[src/rtl/sim_run_ctrl.sv]
// End-of-simulation run controller: ends the run on halt (pass), on timeout, or after an error drain window.
// Optional define WATCHDOG_PROGRESS_EN turns the timeout into a no-retirement watchdog reloaded by commit_i.
module sim_run_ctrl #(
  parameter int unsigned NUM_CH         = 2,
  parameter int unsigned RET_WIDTH      = 8,
  parameter int unsigned NUM_ERR        = 3,
  parameter int unsigned TO_W           = 32,
  parameter int unsigned TIMEOUT_CYCLES = 10000000,
  parameter int unsigned DRAIN_CYCLES   = 5,
  parameter int unsigned HALT_MODE      = 0
) (
  input  logic                          clk,
  input  logic                          rst,
  input  logic [NUM_CH*RET_WIDTH-1:0]   halt_i,
  input  logic [NUM_CH*RET_WIDTH-1:0]   commit_i,
  input  logic [NUM_ERR-1:0]            err_i,
  output logic [1:0]                    state_o,
  output logic                          finish_o,
  output logic                          pass_o,
  output logic                          timeout_o,
  output logic                          error_o,
  output logic [NUM_CH-1:0]             halted_o,
  output logic [TO_W-1:0]               cycles_o
);

  localparam int unsigned DC_W = (DRAIN_CYCLES > 1) ? $clog2(DRAIN_CYCLES) : 1;
  localparam logic [TO_W-1:0] TC_INIT = TO_W'(TIMEOUT_CYCLES);
  localparam logic [DC_W-1:0] DC_INIT = DC_W'(DRAIN_CYCLES - 1);

  typedef enum logic [1:0] {
    ST_RUN   = 2'd0,
    ST_DRAIN = 2'd1,
    ST_DONE  = 2'd2
  } state_t;

  state_t            state;
  logic [TO_W-1:0]   tc;
  logic [DC_W-1:0]   dc;
  logic [NUM_CH-1:0] ch_halt;
  logic              halt_met;
  logic              err_any;
  logic              progress;

  always_comb begin
    ch_halt = '0;
    for (int unsigned c = 0; c < NUM_CH; c++) begin
      ch_halt[c] = |halt_i[c*RET_WIDTH +: RET_WIDTH];
    end
  end

  always_comb begin
    if (HALT_MODE == 0) halt_met = |ch_halt;
    else                halt_met = &(halted_o | ch_halt);
  end

  // An X/Z anywhere on the error lanes counts as an error, not as quiet.
  always_comb err_any = ((|err_i) !== 1'b0);

`ifdef WATCHDOG_PROGRESS_EN
  always_comb progress = |commit_i;
`else
  logic unused_commit;
  always_comb unused_commit = ^commit_i;
  always_comb progress = 1'b0;
`endif

  assign state_o = state;

  always_ff @(posedge clk) begin
    if (rst) begin
      state     <= ST_RUN;
      finish_o  <= 1'b0;
      pass_o    <= 1'b0;
      timeout_o <= 1'b0;
      error_o   <= 1'b0;
      halted_o  <= '0;
      cycles_o  <= '0;
      tc        <= TC_INIT;
      dc        <= '0;
    end else begin
      unique case (state)
        ST_RUN: begin
          if (cycles_o != '1) cycles_o <= cycles_o + TO_W'(1);
          halted_o <= halted_o | ch_halt;
          if (halt_met) begin
            state    <= ST_DONE;
            pass_o   <= 1'b1;
            finish_o <= 1'b1;
          end else if (tc == '0) begin
            state     <= ST_DONE;
            timeout_o <= 1'b1;
            finish_o  <= 1'b1;
          end else if (err_any) begin
            state <= ST_DRAIN;
            dc    <= DC_INIT;
          end else if (progress) begin
            tc <= TC_INIT;
          end else begin
            tc <= tc - TO_W'(1);
          end
        end
        ST_DRAIN: begin
          if (cycles_o != '1) cycles_o <= cycles_o + TO_W'(1);
          if (dc == '0) begin
            state    <= ST_DONE;
            error_o  <= 1'b1;
            finish_o <= 1'b1;
          end else begin
            dc <= dc - DC_W'(1);
          end
        end
        default: begin
          state <= ST_DONE;
        end
      endcase
    end
  end

endmodule
[config.mk]
export PLATFORM = sky130hd
export DESIGN_NAME = sim_run_ctrl
export DESIGN_NICKNAME = d
export VERILOG_FILES = /design/src/rtl/sim_run_ctrl.sv
export SDC_FILE = /design/constraint.sdc
export NUM_CORES = 1
export LEC_CHECK = 0
export BUFFER_PORTS_ARGS = -buffer_cell sky130_fd_sc_hd__buf_2
export CAP_MARGIN = 15
export CORE_MARGIN = 2
export CORE_UTILIZATION = 40
export DETAILED_ROUTE_END_ITERATION = 12
export GPL_TIMING_DRIVEN = 1
export HOLD_SLACK_MARGIN = 0.05
export PLACE_DENSITY = 0.69
export REMOVE_ABC_BUFFERS = 1
export SLEW_MARGIN = 20
export SYNTH_ARGS = -nofsm -noshare
export SYNTH_HDL_FRONTEND = slang
export SYNTH_SLANG_ARGS = --single-unit
export TNS_END_PERCENT = 100
[constraint.sdc]
create_clock -name clk -period 3.9 [get_ports clk]
set_clock_uncertainty 0.2 [all_clocks]
set_input_delay 0.195 -clock clk [delete_from_list [all_inputs] [get_ports clk]]
set_output_delay 0.195 -clock clk [all_outputs]
set_load 0.02 [all_outputs]
# Yosys cells after proc, flatten, opt, wreduce, memory -nomap -nowiden
# Cells that the tools add are included.
[op_classes]
n_addsub = 3
eq_ne = 10
mux = 14
bitwise_logic = 4
reduce_logical = 17
[ops]
columns = ["op", "n"]
rows = [
  ["adder 32 x 1 -> 32 bit (second input constant)", 1],
  ["zero test 32 bit", 1],
  ["inequality test 32 bit (second input constant)", 1],
  ["subtractor 32 x 1 -> 32 bit (second input constant)", 1],
  ["OR reduction 16 bit", 1],
  ["OR reduction 8 bit", 2],
  ["two-way mux 3 bit", 4],
  ["inequality test 2 bit (second input constant)", 5],
  ["two-way mux 2 bit", 4],
  ["AND reduction 2 bit", 4],
  ["one-hot mux 3 bit (2 select lines)", 1],
  ["AND reduction 3 bit", 2],
  ["AND reduction 5 bit", 1],
  ["inequality test 4 bit (second input constant)", 1],
  ["one-hot mux 2 bit (2 select lines)", 1],
  ["AND reduction 4 bit", 1],
  ["zero test 3 bit", 1],
  ["two-way mux 1 bit", 3],
  ["inequality test 3 bit (second input constant)", 1],
  ["NOT 1 bit", 3],
  ["OR reduction 3 bit", 1],
  ["subtractor 3 x 1 -> 3 bit (second input constant)", 1],
  ["== test 2 x 1 -> 1 bit (second input constant)", 1],
  ["zero test 2 bit", 1],
  ["5 further kinds", 5],
]
[totals]
register_bits = 75
in_bits = 37
output_inout_bits = 40
wordCells = 57

# Logic depth before layout (Yosys ltp)
[depth]
depth_word = 6
depth_mapped = 9

# Least setup slack after synthesis
# No wires, ideal clock.
[synth_path]
path_type = "flip-flop to flip-flop"
from = "register tc[12]"
to = "register tc[27]"
arrival_ps = 2040
required_time_ps = 3577
slack_ps = 1537
path_stages_with_launch = 7
synth_period_minus_slack_ps = 2363
cell_sequence = "dfxtp_1 > or4_4 > nor3_4 > nand4_2 > buf_2 > nor4_1 > mux2_1"
[synth_between]
elab_chain_cells = 3
word_cells_on_any_way = 4
classes_between = "add/sub (1); bitwise (1); reduce/logical (2)"
[synth_rtl]
columns = ["item", "line", "text"]
rows = [
  ["from (decl)", "37", "logic [TO_W-1:0] tc;"],
  ["from (signal assigned)", "99", "tc <= tc - TO_W'(1);"],
  ["branches (longest 3 deep; another with subtractor 32 x 1 -> 32 bit)", "--", ""],
]
# Several ways; the timed one is not identified.
# A chain may end at the register's enable or synchronous reset.

# Final worst setup path
[layout_path]
from = "register tc[2]"
to = "register tc[5]"
# The elaborated chain is that of the path after synthesis.

==> summary.md <==
| Metric | Value |
|---|---|
| Crit path required time | `3930 ps` |
| Met1 Wirelength | `between 4 and 5 mm` |
| Max cap viols | `0` |
| Sink Count | `75` |
| Share of cells above drive strength 1 | `17.9%` |
| Clock power share | `44.1%` |
| Dpl hpwl | `6.31 mm` |
| DIE HEIGHT | `103 um` |
| Rows | `36` |
| Number of global-route vias before repair | `3,433` |
| Shortest period the worst path allows | `2950 ps` |
| Setup TNS | `0 ps` |
| CTS Buf Count | `9` |
| Tcrit/Tclk final | `75.6%` |
| Initial drt markers | `130` |
| VDD IR max | `0.151 mV` |
| Power Density | `324 nW/um^2` |
| Initial core utilization | `40.7%` |
| Die footprint | `~11,000 sq um` |
| RR Endpoint | `tc[5]` |
| Hold Path Depth | `4` |
| Final WL | `9.22 mm` |
| Int Power | `1.15 mW` |
| Max Slew Vio Count | `0` |
| Met2 wire len | `4.53 mm` |
| Via Count | `about 3,700` |
| Setup Fix Bufs, Post-CTS | `0` |
| Post-synth top area share | `38.3%` |
| Highest Signal Layer | `met4` |
| RSZ-0062 raised after global routing | `no` |
| Mapped Cells | `464` |
| CP Max Fanout | `22` |
| Top cells by area, synth | `dfxtp_1 38%, a21oi_1 5.6%, o31ai_1 5.2%` |
| Combinational share of power | `4.1%` |
| Sequential power share | `51.9%` |
| Global-route wire length before repair | `15.5 mm` |
| Hold/Removal Path Class | `in -> reg` |
| Port bufs | `60` |
| Crit end category | `register` |
| Leak | `1.64 nW` |
| Hold endpoint | `tc[1]` |
| Crit. Startpoint | `tc[2]` |
| Vias per cell | `about 5.7` |
| Hold Fails Final Rpt | `0` |
| R2r startpoint | `tc[2]` |
| P_sw | `343 uW` |
| Worst slack, placed | `999 ps` |
| FF-to-FF path depth | `6` |
| EDFF count, synth | `0` |
| Post-synth cell types | `52` |
| Max transition margin | `42.3%` |
| Sequential area share after synthesis | `38.3%` |
| GRT overflow | `0` |
| Core area | `9640 sq um` |
| Crit start category | `register` |
| Post-synth top area cell | `dfxtp_1` |
| Antenna violations before repair | `0` |
| H-Tree Depth | `3` |
| Die W | `103 um` |
| Worst-margin pin slew | `863 ps` |
| Final nets | `563` |
| Min-delay src | `err_i[1]` |
| ANT cells | `0` |
| Drt first pass iters | `4` |
| Post-Syn Area | `3930 sq um` |
| Top_reg_cell synth | `dfxtp_1` |
| Post-Syn Area per Cell | `around 8.5 sq um` |
| Crit path DAT | `2980 ps` |
| Routed length on met3 | `roughly 350 um` |
| Register area | `roughly 1500 sq um` |
| Area occupied by multi-input gates | `2290 sq um` |
| Gpl congestion | `approximately 0.76` |
| Reg clk slew, reported paths | `80 ps` |
| Largest net degree at the start of global routing | `44` |
| Register bit total from synthesis | `75` |
| Post-route ant nets | `0` |
| FMAX | `about 340 MHz` |
| Final WS setup | `between 900 and 1000 ps` |
| Number of remaining DRC errors | `0` |
| Ports | `77` |
| GRT Total Usage | `18.0%` |
| Critical path type | `reg -> reg` |
| Outcome | `complete, no violations` |
| CTS tree | `yes` |
| R2R setup slack | `950 ps` |
| FILL cells | `approximately 1,000` |
| Worst skew pair latency | `about 350 ps` |
| Drt wl/cell | `14.0 um` |
| Clk buf depth | `2` |
| Syn-to-layout area delta | `17.7%` |
| Setup violators final | `0` |
| Synth warnings | `0` |
| Sw Ratio | `23.0%` |
| CTS Root Cell | `clkbuf_8` |
| Async S/R FF share, synth | `0%` |
## sequential cells by signal, indices dropped and copies added (netlist names)
register   cells
halted_o       2
cycles_o      32
dc             3
error_o        1
finish_o       1
state_o        2
timeout_o      1
tc            32
pass_o         1
## cell usage in the layout, fill, tap and decap left out, types with 8 or more instances in the layout
master / n
a21oi_1: 44
buf_2: 60
clkbuf_8: 9
dfxtp_1: 75
dlygate4sd3_1: 8
inv_1: 13
mux2_1: 11
nand2_1: 21
nand3_1: 22
nand4_1: 13
nor2_1: 40
nor2b_1: 16
nor3_1: 10
nor4_1: 18
o31ai_1: 27
or3_1: 18
or4_1: 26
## metal layers
layer,vias to the layer above,track usage (%)
met2,65,30.1
met5,-,0
li1,1891,-
met4,0,6.98
met1,1786,22.2
met3,6,4.41
## area by class of cell
class                      instances  area share, %
inverter                          13           1.06
multi-input combinational        352           49.5
sequential                        75           32.5
clock buffer                       9           2.68
tap                              133           3.60
clock inverter                     6           1.95
timing repair buffer              71           8.72
## worst max-delay path by stage
stage / to / slack [ps] / cells after the start
CTS: tc[5] / 970 / 6
floorplan: cycles_o[14] / 170 / 5
global placement: tc[3] / 1020 / 6
global route: tc[3] / 770 / 7
detailed placement: tc[13] / 1000 / 6
finish: tc[5] / 950 / 6
## cells by family after synthesis
group                    share of synthesized area [%]
AND/OR/NAND/NOR                                   34.7
AO/OA/AOI/OAI                                     16.8
flip-flops                                        38.3
buffers and inverters                             3.89
multiplexers                                      4.18
XOR/XNOR                                         0.892
adder cells (fa/ha/maj)                           1.28
## per-stage QoR
step | cells | total power, mW | util (%) | hold WS, ps | cell area, sq um
global route | 659 | 1.55 | 47.9 | 141 | 4620
global placement | 636 | 0.849 | 44.9 | 246 | 4330
CTS | 659 | 1.51 | 47.9 | 74.2 | 4620
finish | 659 | 1.49 | 47.9 | 98.2 | 4620
detailed placement | 636 | 0.851 | 44.9 | 259 | 4330
floorplan | 440 | 0.816 | - | 64.1 | 3820
## what timing repair did
| item | 4_1_cts | 5_1_grt |
|---|---|---|
| hold endpoints to repair | 3 | 0 |
| hold buffers | 8 | 0 |
| setup endpoints to repair | 0 | 0 |
| gates resized for setup | 0 | 0 |
## cell usage after synthesis, types with 7 or more instances
library cell and count:
nor4_1 18, nand2_1 21, a21oi_1 44, dfxtp_1 75, nor3_1 10, o31ai_1 27
inv_1 13, nand4_1 13, nand3_1 22, or4_1 26, mux2_1 11, clkbuf_1 17
and4_1 7, o21ai_1 7, nor2b_1 16, nor2_1 40, or3_1 18
## worst max-delay path: stages (launching register included)
cell,delay (ps)
dfxtp_1,360
or4_1,630
nor3_1,410
and4_1,480
buf_4,310
nor4_1,90
mux2_1,340
## power by group through the flow
stage,logic (mW),registers (mW),clock network (mW)
after floorplan,0.0177,0.799,0
after global placement,0.0558,0.793,0
after detailed placement,0.0571,0.794,0
after CTS,0.0608,0.776,0.673
after global routing,0.0671,0.776,0.709
final,0.0605,0.775,0.659
Note: power is estimated with default switching activity, not from simulation.
